File: src/rtl/imem_port_arbiter_if.sv
// Request, response and imem-port signals shared between the arbiter and its environment.
// The master side is the environment (both requesters, the consumer and the imem itself).
interface imem_port_arbiter_if #(
    parameter int WIDTH = 32
);
    logic             r0_valid;
    logic [WIDTH-1:0] r0_addr;
    logic             r0_ready;
    logic             r1_valid;
    logic [WIDTH-1:0] r1_addr;
    logic             r1_ready;
    logic             rsp_valid;
    logic             rsp_id;
    logic [WIDTH-1:0] rsp_data;
    logic             rsp_err;
    logic             rsp_ready;
    logic [WIDTH-1:0] mem_a;
    logic [WIDTH-1:0] mem_rd;

    modport master (
        output r0_valid, r0_addr, r1_valid, r1_addr, rsp_ready, mem_rd,
        input  r0_ready, r1_ready, rsp_valid, rsp_id, rsp_data, rsp_err, mem_a
    );

    modport slave (
        input  r0_valid, r0_addr, r1_valid, r1_addr, rsp_ready, mem_rd,
        output r0_ready, r1_ready, rsp_valid, rsp_id, rsp_data, rsp_err, mem_a
    );
endinterface

File: src/rtl/imem_port_arbiter.sv
// Round-robin sharing of the combinational imem read port between fetch (0) and debug (1),
// with a single registered response slot that holds under backpressure.
module imem_port_arbiter #(
    parameter int WIDTH = 32,
    parameter int SIZE  = 64
) (
    input logic                clk,
    input logic                reset,
    imem_port_arbiter_if.slave bus
);
    typedef enum logic {EMPTY = 1'b0, FULL = 1'b1} slot_state_t;

    localparam logic [WIDTH-1:0] ADDR_LIMIT = WIDTH'(4 * SIZE);

    slot_state_t      state_reg, state_next;
    logic             rsp_id_reg, rsp_id_next;
    logic [WIDTH-1:0] rsp_data_reg, rsp_data_next;
    logic             rsp_err_reg, rsp_err_next;
    logic             last_grant_reg, last_grant_next;

    logic [1:0]       req_valid;
    logic [WIDTH-1:0] req_addr [2];
    logic [1:0]       req_ready;
    logic             can_issue;
    logic             grant_valid;
    logic             grant_id;
    logic [WIDTH-1:0] grant_addr;
    logic             addr_err;

    assign req_valid   = {bus.r1_valid, bus.r0_valid};
    assign req_addr[0] = bus.r0_addr;
    assign req_addr[1] = bus.r1_addr;

    // A slot being drained this cycle can be refilled in the same cycle.
    assign can_issue = (state_reg == EMPTY) || bus.rsp_ready;

    always_comb begin
        grant_valid = 1'b0;
        grant_id    = 1'b0;
        if (!reset && can_issue) begin
            case (req_valid)
                2'b01: begin
                    grant_valid = 1'b1;
                    grant_id    = 1'b0;
                end
                2'b10: begin
                    grant_valid = 1'b1;
                    grant_id    = 1'b1;
                end
                2'b11: begin
                    grant_valid = 1'b1;
                    grant_id    = ~last_grant_reg;
                end
                default: begin
                    grant_valid = 1'b0;
                    grant_id    = 1'b0;
                end
            endcase
        end
    end

    genvar gi;
    generate
        for (gi = 0; gi < 2; gi++) begin : g_ready
            assign req_ready[gi] = grant_valid && (grant_id == 1'(gi));
        end
    endgenerate

    // With no grant the port still sees a defined address (requester 0's).
    assign grant_addr = grant_valid ? req_addr[grant_id] : bus.r0_addr;
    assign addr_err   = (grant_addr[1:0] != 2'b00) || (grant_addr >= ADDR_LIMIT);

    always_comb begin
        state_next      = state_reg;
        rsp_id_next     = rsp_id_reg;
        rsp_data_next   = rsp_data_reg;
        rsp_err_next    = rsp_err_reg;
        last_grant_next = last_grant_reg;
        if (grant_valid) begin
            state_next      = FULL;
            rsp_id_next     = grant_id;
            rsp_err_next    = addr_err;
            rsp_data_next   = addr_err ? '0 : bus.mem_rd;
            last_grant_next = grant_id;
        end else if ((state_reg == FULL) && bus.rsp_ready) begin
            state_next = EMPTY;
        end
    end

    always_ff @(posedge clk) begin
        if (reset) begin
            state_reg      <= EMPTY;
            rsp_id_reg     <= 1'b0;
            rsp_data_reg   <= '0;
            rsp_err_reg    <= 1'b0;
            last_grant_reg <= 1'b1;
        end else begin
            state_reg      <= state_next;
            rsp_id_reg     <= rsp_id_next;
            rsp_data_reg   <= rsp_data_next;
            rsp_err_reg    <= rsp_err_next;
            last_grant_reg <= last_grant_next;
        end
    end

    assign bus.r0_ready  = req_ready[0];
    assign bus.r1_ready  = req_ready[1];
    assign bus.mem_a     = grant_addr;
    assign bus.rsp_valid = (state_reg == FULL);
    assign bus.rsp_id    = rsp_id_reg;
    assign bus.rsp_data  = rsp_data_reg;
    assign bus.rsp_err   = rsp_err_reg;
endmodule

File: src/flat_wrapper.sv
// flat-port wrapper written by rule: the top's interface ports become plain ports
module imem_port_arbiter_flat 
#(
    parameter int WIDTH = 32,
    parameter int SIZE  = 64
)
  (clk, reset, bus_r0_valid, bus_r0_addr, bus_r1_valid, bus_r1_addr, bus_rsp_ready, bus_mem_rd, bus_r0_ready, bus_r1_ready, bus_rsp_valid, bus_rsp_id, bus_rsp_data, bus_rsp_err, bus_mem_a);
  imem_port_arbiter_if #(.WIDTH(WIDTH)) bus_i ();
  input logic clk;
  input logic reset;
  input wire logic [$bits(bus_i.r0_valid)-1:0] bus_r0_valid;
  input wire logic [$bits(bus_i.r0_addr)-1:0] bus_r0_addr;
  input wire logic [$bits(bus_i.r1_valid)-1:0] bus_r1_valid;
  input wire logic [$bits(bus_i.r1_addr)-1:0] bus_r1_addr;
  input wire logic [$bits(bus_i.rsp_ready)-1:0] bus_rsp_ready;
  input wire logic [$bits(bus_i.mem_rd)-1:0] bus_mem_rd;
  output wire logic [$bits(bus_i.r0_ready)-1:0] bus_r0_ready;
  output wire logic [$bits(bus_i.r1_ready)-1:0] bus_r1_ready;
  output wire logic [$bits(bus_i.rsp_valid)-1:0] bus_rsp_valid;
  output wire logic [$bits(bus_i.rsp_id)-1:0] bus_rsp_id;
  output wire logic [$bits(bus_i.rsp_data)-1:0] bus_rsp_data;
  output wire logic [$bits(bus_i.rsp_err)-1:0] bus_rsp_err;
  output wire logic [$bits(bus_i.mem_a)-1:0] bus_mem_a;
  assign bus_i.r0_valid = bus_r0_valid;
  assign bus_i.r0_addr = bus_r0_addr;
  assign bus_i.r1_valid = bus_r1_valid;
  assign bus_i.r1_addr = bus_r1_addr;
  assign bus_i.rsp_ready = bus_rsp_ready;
  assign bus_i.mem_rd = bus_mem_rd;
  assign bus_r0_ready = bus_i.r0_ready;
  assign bus_r1_ready = bus_i.r1_ready;
  assign bus_rsp_valid = bus_i.rsp_valid;
  assign bus_rsp_id = bus_i.rsp_id;
  assign bus_rsp_data = bus_i.rsp_data;
  assign bus_rsp_err = bus_i.rsp_err;
  assign bus_mem_a = bus_i.mem_a;
  imem_port_arbiter #(.WIDTH(WIDTH), .SIZE(SIZE)) u_core (.clk(clk), .reset(reset), .bus(bus_i));
endmodule
File: config.mk
export PLATFORM = sky130hd
export DESIGN_NAME = imem_port_arbiter_flat
export DESIGN_NICKNAME = d
export VERILOG_FILES = /design/src/rtl/imem_port_arbiter_if.sv /design/src/rtl/imem_port_arbiter.sv /design/src/flat_wrapper.sv
export SDC_FILE = /design/constraint.sdc
export NUM_CORES = 1
export LEC_CHECK = 0
export CORE_MARGIN = 10
export CORE_UTILIZATION = 29
export DETAILED_ROUTE_END_ITERATION = 6
export PLACE_DENSITY_LB_ADDON = 0.1
export SKIP_LAST_GASP = 1
export SYNTH_ARGS = -nofsm -noshare
export SYNTH_HDL_FRONTEND = slang
export SYNTH_SLANG_ARGS = --single-unit
File: constraint.sdc
create_clock -name clk -period 2.4 [get_ports clk]
set_clock_uncertainty 0.15 [all_clocks]
set_input_delay 0.48 -clock clk [delete_from_list [all_inputs] [get_ports clk]]
set_output_delay 0.48 -clock clk [all_outputs]
set_load 0.01 [all_outputs]
==> impl_metrics.ini, run 1 <==
[routing]
drt-total-wl_um = 8560
vias_per_cell = 4.86
drc = 0
postRouteAntennaNets = 0
drtPass1Iterations = 4
drt_iter0_drc = 42
post_drt_wl_per_cell_um = 20.9
num_vias = 1989

[min_path]
hp-class = flop to flop

[cells_and_area]
final_cell_area_sq_mm = 0.00399
fill_cells = 437
drive_above_1_share_pct = 32.0
largest_reg_flops = 32
register_area_sq_um = 722
nets = 438
syn2layout_area_growth_pct = 141
antenna_cells = 0
multiInputGateArea_sq_mm = 0.00101

[critical_path]
crit_fanout = 7
critPathBufInv = 4
crit_path_end_kind = primary output
path_depth = 7
start_kind = input port
crit_top_cell = buf_6
critical_path_arrival_ns = 1.78
crit_end = bus_mem_a[4]
reg2reg_slack_ns = 0
r2r_cells = 10
path_delay_family = buffers and inverters
reg2reg_to = u_core.bus.rsp_data[11]
crit_type = input port to primary output
required_ns = 1.77
crit-reg2reg-launch = u_core.last_grant_reg
cp_cell_sequence = buf_2, a21bo_4, nor3_4, buf_6, buf_12, mux2_4, buf_6
crit_start = bus_r0_valid
max_stage_delay_ns = 0.31
worst_path_max_delay_cell = mux2_4

[yosys]
netlist_instances = 145
synth-async-reset-ratio_pct = 0
synth_compound_area_share_pct = 19.7
synth_area_leaders = dfxtp_1 44%, mux2_2 22%, a22o_1 17%
synth_edf_count = 0
synth_fa_ha_area_share_pct = 0
yosysWarnings = 0
syn_area_sq_mm = 0.00166
yosys-top-cells-count = 36 x dfxtp_1, 32 x a22o_1, 32 x mux2_2, 10 x nor4_1, 6 x nor2_1
synth_nets = 246
ys.flop_type = dfxtp_1
synth_most_common_cell = dfxtp_1
ys_seq_area_share_pct = 43.5
synthSimpleGateAreaFrac_pct = 11.1
syn_avg_cell_area_sq_um = 11.4
netlist.area_leader.share_pct = 43.5
synthMuxAreaShare_pct = 21.8
yosysTopAreaCell = dfxtp_1
ys_types = 22
synthXorXnorAreaFrac_pct = 0
synth_seq_cells = 36
synth_top_family_by_area = multiplexers

[clock_network]
clock_path_buffers = 2
clock-sinks = 36
numCtsBuffers = 5
htreeDepth = 2
tritoncts = built
clkTransAtPathRegs_ns = 0.07
clkLatencyLatePin_ns = 0.27
cts_hold_buf = 0
cts_root_buf = clkbuf_8

[timing]
slew_violations = 0
setup_viol = 15
worst_pin_slew_ns = 0.280
hold_violations = 0
fin_crit_ns = 2.41
final.period_utilization_pct = 100
rsz0062_at_grt = true
tns_ns = -0.0513
layout_setup_ws_ns = -0.00860
relSlewSlack_pct = 81.2
fmax_mhz = 415

[floorplan]
die_w_um = 95.6
initial_core_util_pct = 29.9
core_region_area_sq_mm = 0.00554
die_h_um = 95.6
rows = 27
num_io_pins = 170
dieArea_sq_mm = 0.00914

[place]
io_buffers = 169
gp_congestion = 0.771
placed_area_sq_mm = 0.00351
hpwl_um = 6410
dp_slack_ns = -0.742

[power_and_ir_drop]
ir_drop_mv = 0.273
power.total_w = 0.00149
p_leak_nw = 1.63
power.density_mw_per_mm2 = 374

[global_routing]
overflow = 0
grt_max_degree = 34
gr-usage-all-layers_pct = 16.8
antenna_found_initial = 0
first_global_vias = 2242
grt_pass1_wl_um = 12000

[status]
status = complete, but fails checks
failed_checks = negative setup slack

[flow_run]
max_cap_violations = 0
cell usage in the layout (no fill, tap or decap):
cell type	synthesis	routed
a211o_1	1	1
a211oi_4	1	1
a21bo_4	0	1
a21o_1	1	1
a22o_1	32	32
and2_1	1	1
and2b_2	0	1
and3_1	1	1
and4_1	1	1
buf_12	0	4
buf_16	0	2
buf_2	3	3
buf_4	0	11
buf_6	3	36
buf_8	0	1
clkbuf_1	3	1
clkbuf_16	0	4
clkbuf_2	1	1
clkbuf_8	0	5
clkdlybuf4s50_1	0	131
clkinv_2	0	1
dfxtp_1	36	35
dfxtp_2	0	1
dlygate4sd2_1	0	2
mux2_4	0	32
nand3_1	2	2
nand4_1	1	1
nor2_1	6	5
nor2_2	0	1
nor3_1	5	4
nor3_2	0	1
nor3_4	1	1
nor4_1	10	9
nor4_2	0	1
or3_1	2	2
worst reg2reg max path: cells and delay by family, from the launching register on:
| family | cells | cell delay [ns] |
|---|---|---|
| buf+inv | 5 | 0.79 |
| compound gates | 3 | 0.57 |
| flops | 1 | 0.33 |
| mux | 1 | 0.31 |
| simple gates | 1 | 0.20 |
metrics by stage:
step | hold WS (ns) | utilization, % | instances
after floorplan | 0.287 | - | 145
after CTS | 0.313 | 67.5 | 403
after global placement | 0.288 | 63.4 | 389
after detailed placement | 0.293 | 63.4 | 389
final | 0.308 | 72.0 | 409
after global routing | 0.340 | 72.0 | 409
what timing repair did:
action	CTS	global route
endpoints found under the setup margin	67	66
pin swaps	2	4
gates cloned	3	5
resized for setup	189	40
buffers inserted	4	2
kinds of logic after synthesis:
group                  after synthesis
AOI/OAI and AO/OA                   36
buffers and inverters               10
DFF                                 36
muxes                               32
and+or+nand+nor                     31
worst min-delay path by stage:
stage	startpoint	to	cells past startpoint
floorplan	u_core.last_grant_reg	u_core.last_grant_reg	1
global placement	u_core.bus.rsp_id	u_core.bus.rsp_id	1
detailed placement	u_core.bus.rsp_id	u_core.bus.rsp_id	1
CTS	u_core.bus.rsp_id	u_core.bus.rsp_id	1
global route	u_core.bus.rsp_id	u_core.bus.rsp_id	1
finish	u_core.bus.rsp_id	u_core.bus.rsp_id	1
power breakdown:
group	internal (W)	switching (W)
clock	0.000197	0.000190
combinational	0.000337	0.000164
sequential	0.000603	0.00000270
total	0.00114	0.000357
cell type report:
class                           count  area share [%]
Clock buffer                        6            1.82
Multi-Input combinational cell     99            25.4
Tap cell                           72            2.26
Clock inverter                      1           0.125
Sequential cell                    36            18.1
Timing Repair Buffer              195            52.3
per-layer routing:
layer	wire length, um	vias to the layer above	global-route usage (%)
met3	1270	4	10.2
met5	0	-	0
met2	4230	105	29.7
li1	-	948	-
met1	2990	932	16.3
met4	73	0	4.30
(Power assumes the default switching activity.)
==> run 2, diff against run 1 <==
--- a/config.mk
+++ b/config.mk
@@ -6,5 +6,5 @@
 export NUM_CORES = 1
 export LEC_CHECK = 0
-export CORE_MARGIN = 10
+export CORE_MARGIN = 1.5
 export CORE_UTILIZATION = 29
 export DETAILED_ROUTE_END_ITERATION = 6
--- a/constraint.sdc
+++ b/constraint.sdc
@@ -3,3 +3,3 @@
 set_input_delay 0.48 -clock clk [delete_from_list [all_inputs] [get_ports clk]]
 set_output_delay 0.48 -clock clk [all_outputs]
-set_load 0.01 [all_outputs]
+set_load 0.1 [all_outputs]
==> run 2 against run 1 <==
Net effect:
- the flow still finishes with violations (negative setup slack)
- cell count grew 2.2%
- first-iteration DRC count shrank 9.5%
- maximum frequency shrank 3.6%
- clock power grew 33%
- non-clock buffer count grew 8
- core utilization grew 5.8 points
- die area shrank 32%
- critical path type is now flop to primary output
- critical endpoint is now bus_mem_a[18]
==> impl_metrics.ini, run 2 (synthesis results as in run 1) <==
[global_routing]
overflow = 0
antenna_found_initial = 0
gr-usage-all-layers_pct = 22.6
grt_pass1_wl_um = 10900
grt_max_degree = 20
first_global_vias = 2277

[critical_path]
crit_fanout = 9
critPathBufInv = 3
worst_path_max_delay_cell = dfxtp_4
crit_path_end_kind = primary output
crit_type = flop to primary output
start_kind = flop
path_delay_family = buffers and inverters
cp_cell_sequence = and2b_2, nor3_4, buf_6, buf_12, mux2_4, buf_12
critical_path_arrival_ns = 1.87
max_stage_delay_ns = 0.35
required_ns = 1.77
crit_top_cell = buf_12

[cells_and_area]
largest_reg_flops = 32
final_cell_mix = 78 x clkdlybuf4s50_1, 56 x buf_4, 38 x buf_12
utilization_pct = 77.8
fill_cells = 377
drive_above_1_share_pct = 46.0
multiInputGateArea_sq_mm = 0.00104
final_cell_area_sq_mm = 0.00428
nets = 446
antenna_cells = 0
syn2layout_area_growth_pct = 159
register_area_sq_um = 726
final_common_cell = clkdlybuf4s50_1

[power_and_ir_drop]
p_leak_nw = 1.99
ir_drop_mv = 0.350
power.density_mw_per_mm2 = 482

[timing]
hold_violations = 0
tns_ns = -2.20
slew_violations = 0
rsz0062_at_grt = true
fin_crit_ns = 2.50
fmax_mhz = 400
relSlewSlack_pct = 71.4
layout_setup_ws_ns = -0.0993
setup_viol = 33
worst_pin_slew_ns = 0.425
final.period_utilization_pct = 104

[floorplan]
initial_core_util_pct = 30.1
num_io_pins = 170
core_region_area_sq_mm = 0.00551
die_h_um = 78.6
die_w_um = 78.6
dieArea_sq_mm = 0.00617
rows = 27

[routing]
post_drt_wl_per_cell_um = 17.1
drt_iter0_drc = 38
postRouteAntennaNets = 0
num_vias = 2018
drt-total-wl_um = 7160
drc = 0
drtPass1Iterations = 3
vias_per_cell = 4.83

[clock_network]
clock-sinks = 36
htreeDepth = 2
numCtsBuffers = 5
cts_root_buf = clkbuf_8
clkTransAtPathRegs_ns = 0.07
tritoncts = built
cts_hold_buf = 0
clock_path_buffers = 2
clkLatencyLatePin_ns = 0.28

[status]
status = complete, but fails checks
failed_checks = negative setup slack

[flow_run]
max_cap_violations = 0

[place]
dp_slack_ns = -0.520
placed_area_sq_mm = 0.00396
io_buffers = 169
gp_congestion = 0.715
hpwl_um = 5630

[min_path]
hp-class = flop to flop
[run 2: timing repair]
item | in CTS | in global routing
hold endpoints to repair | 0 | 0
resized for setup | 32 | 28
gates cloned | 4 | 1
pin swaps | 5 | 11
buffers inserted | 8 | 1
setup endpoints to repair | 67 | 66
[run 2: cell type report]
cell class | count | share of cell area, %
Clock inverter | 2 | 0.818
Sequential cell | 36 | 16.9
Tap cell | 72 | 2.10
Multi-Input combinational cell | 99 | 24.2
Clock buffer | 6 | 1.69
Timing Repair Buffer | 203 | 54.2
[run 2: per-stage QoR]
step           power, W  instances  hold WS, ns
2_1_floorplan   0.00110        145        0.287
3_3_place_gp    0.00153        399        0.289
3_5_place_dp    0.00154        399        0.292
4_1_cts         0.00208        419        0.334
5_1_grt         0.00214        418        0.348
6_report        0.00206        418        0.330
[run 2: routing by layer]
layer  global-route usage, %  wire length [um]  vias to the layer above  share of wire, %
met5                       0                 0                        -                 0
met4                    10.2               225                        0               3.1
met3                    9.30               713                       16                10
met2                    40.3              3700                      111                52
met1                    22.9              2520                      926                35
li1                        -                 -                      965                 -
[run 2: worst reg2reg max path, stage by stage, from the launching register on]
cell      delay (ns)
dfxtp_4         0.35
and2b_2         0.22
nor3_4          0.22
buf_4           0.16
buf_4           0.11
mux2_4          0.33
a211oi_4        0.31
buf_4           0.22
a22o_1          0.15
[run 2: where the power goes]
part | switching (W) | internal (W) | total (W)
registers | 0.00000353 | 0.000603 | 0.000606
clock network | 0.000207 | 0.000308 | 0.000516
logic | 0.000513 | 0.000429 | 0.000942
total | 0.000724 | 0.00134 | 0.00206
[run 2: worst paths after layout]
kind	startpoint	end	slack [ns]	depth (start not counted)
max	u_core.bus.rsp_valid	bus_mem_a[18]	-0.1	6
min reg2reg	u_core.last_grant_reg	u_core.last_grant_reg	0.33	1
min	u_core.last_grant_reg	u_core.last_grant_reg	0.33	1
max reg2reg	u_core.bus.rsp_valid	u_core.bus.rsp_data[5]	0.13	8
==> run 3, diff against run 2 <==
- MAX_ROUTING_LAYER: unset -> met4
- SKIP_LAST_GASP: 1 -> unset
==> run 3 against run 2 <==
Net effect:
- the run still ends with negative setup slack left
- critical path depth is the same
- total power is 0.18% lower
- global-route usage grew 0.75 points
- core utilization down 0.11 points
- clock power down 0.8%
- cell count is the same
- largest cell class unchanged
==> impl_metrics.ini, run 3 (synthesis results as in run 1) <==
[status]
status = complete, but fails checks
failed_checks = negative setup slack

[floorplan]
initial_core_util_pct = 30.1
core_region_area_sq_mm = 0.00551
die_w_um = 78.6
die_h_um = 78.6
dieArea_sq_mm = 0.00617
rows = 27
num_io_pins = 170

[global_routing]
met1_usage_pct = 23.6
gr-usage-all-layers_pct = 23.4
grt_max_degree = 20
grtUsageMet3_pct = 8.95
grt-busiest-layer = met2
first_global_vias = 2274
grt_pass1_wl_um = 10900
gr-usage-met2_pct = 40.3
antenna_found_initial = 0
overflow = 0

[cells_and_area]
largest_reg_flops = 32
final_common_cell = clkdlybuf4s50_1
multiInputGateArea_sq_mm = 0.00104
final_cell_mix = 78 x clkdlybuf4s50_1, 55 x buf_4, 38 x buf_12
nets = 446
register_area_sq_um = 726
syn2layout_area_growth_pct = 158
drive_above_1_share_pct = 46.0
utilization_pct = 77.7
antenna_cells = 0
fill_cells = 381

[critical_path]
required_ns = 1.77
start_kind = flop
crit_type = flop to primary output
critical_path_arrival_ns = 1.87
crit_fanout = 9
crit_path_end_kind = primary output

[timing]
layout_setup_ws_ns = -0.0971
hold_violations = 0
tns_ns = -2.16
fmax_mhz = 400
fin_crit_ns = 2.50
rsz0062_at_grt = true
final.period_utilization_pct = 104
worst_pin_slew_ns = 0.425
setup_viol = 33
relSlewSlack_pct = 71.4
slew_violations = 0
hold_slack_ns = 0.329

[routing]
drt_iter0_drc = 39
drc = 0
num_vias = 2037
postRouteAntennaNets = 0
vias_per_cell = 4.87
post_drt_wl_per_cell_um = 17.0
drt-total-wl_um = 7120
drtPass1Iterations = 3

[clock_network]
htreeDepth = 2
tritoncts = built
clkLatencyLatePin_ns = 0.28
clock-sinks = 36
numCtsBuffers = 5
clkTransAtPathRegs_ns = 0.07
cts_root_buf = clkbuf_8
clock_path_buffers = 2

[power_and_ir_drop]
pwr-share-comb_pct = 45.7
seq_power_share_pct = 29.4
p_int_w = 0.00134
power.density_mw_per_mm2 = 482
p_leak_nw = 1.99
ir_drop_mv = 0.350
switching_power_w = 0.000720
p_sw_share_pct = 34.9
pwr-share-clk_pct = 24.8

[place]
hpwl_um = 5630
gp_congestion = 0.723
io_buffers = 169

[min_path]
hp-class = flop to flop

[flow_run]
max_cap_violations = 0
[run 3: cell count changes in the layout (fill, tap and decap cells not counted)]
| cell | before | now |
|---|---|---|
| buf_2 | 3 | 4 |
| buf_4 | 56 | 55 |
| buf_6 | 7 | 6 |
| clkbuf_4 | 0 | 1 |
[run 3: worst paths after layout]
path                              from  cells after the start                endpoint  slack (ns)
setup reg to reg  u_core.bus.rsp_valid                      8  u_core.bus.rsp_data[5]        0.12
hold / removal       u_core.bus.rsp_id                      1       u_core.bus.rsp_id        0.33
hold reg to reg      u_core.bus.rsp_id                      1       u_core.bus.rsp_id        0.33
setup / recovery  u_core.bus.rsp_valid                      6           bus_mem_a[18]        -0.1
[run 3: layout make-up]
type,instances,share of cell area [%]
repair buffers,203,54.1
flip-flops and latches,36,17.0
multi-input cells,99,24.3
clock inverters,2,0.819
well taps,72,2.11
clock buffers,6,1.70
[run 3: per-layer routing]
layer	wire length, um	up-vias	part of all wire [%]
met5	0	-	0
met1	2570	942	36
met3	622	16	8.7
li1	-	967	-
met4	216	0	3.0
met2	3710	112	52
[run 3: power groups by stage]
stage	clock network (W)	registers [W]	logic, W
CTS	0.000526	0.000606	0.000951
floorplan	0	0.000647	0.000451
global placement	0	0.000619	0.000916
global route	0.000558	0.000606	0.000973
finish	0.000512	0.000606	0.000942
detailed placement	0	0.000619	0.000922
[run 3: through the flow]
step | cell area, sq um | instances | total power [W] | setup WS [ns]
2_1_floorplan | 1790 | 145 | 0.00110 | -0.0604
3_3_place_gp | 3960 | 399 | 0.00153 | -0.480
3_5_place_dp | 3960 | 399 | 0.00154 | -0.520
4_1_cts | 4250 | 419 | 0.00208 | -0.131
5_1_grt | 4280 | 418 | 0.00214 | -0.187
6_report | 4280 | 418 | 0.00206 | -0.0971
[run 3: what timing repair did]
action                                  CTS  global route
cloned                                    4             1
endpoints found under the hold margin     0             0
pin swaps                                 5            11
gates resized for setup                  32            25
hold buffers                              0             0
buffers inserted                          8             1
endpoints found under the setup margin   67            66
[run 3: critical path, stage by stage, from the launching register on]
cell     delay (ns)
dfxtp_4        0.35
and2b_2        0.21
nor3_4         0.22
buf_6          0.16
buf_12         0.14
mux2_4         0.32
buf_12         0.17
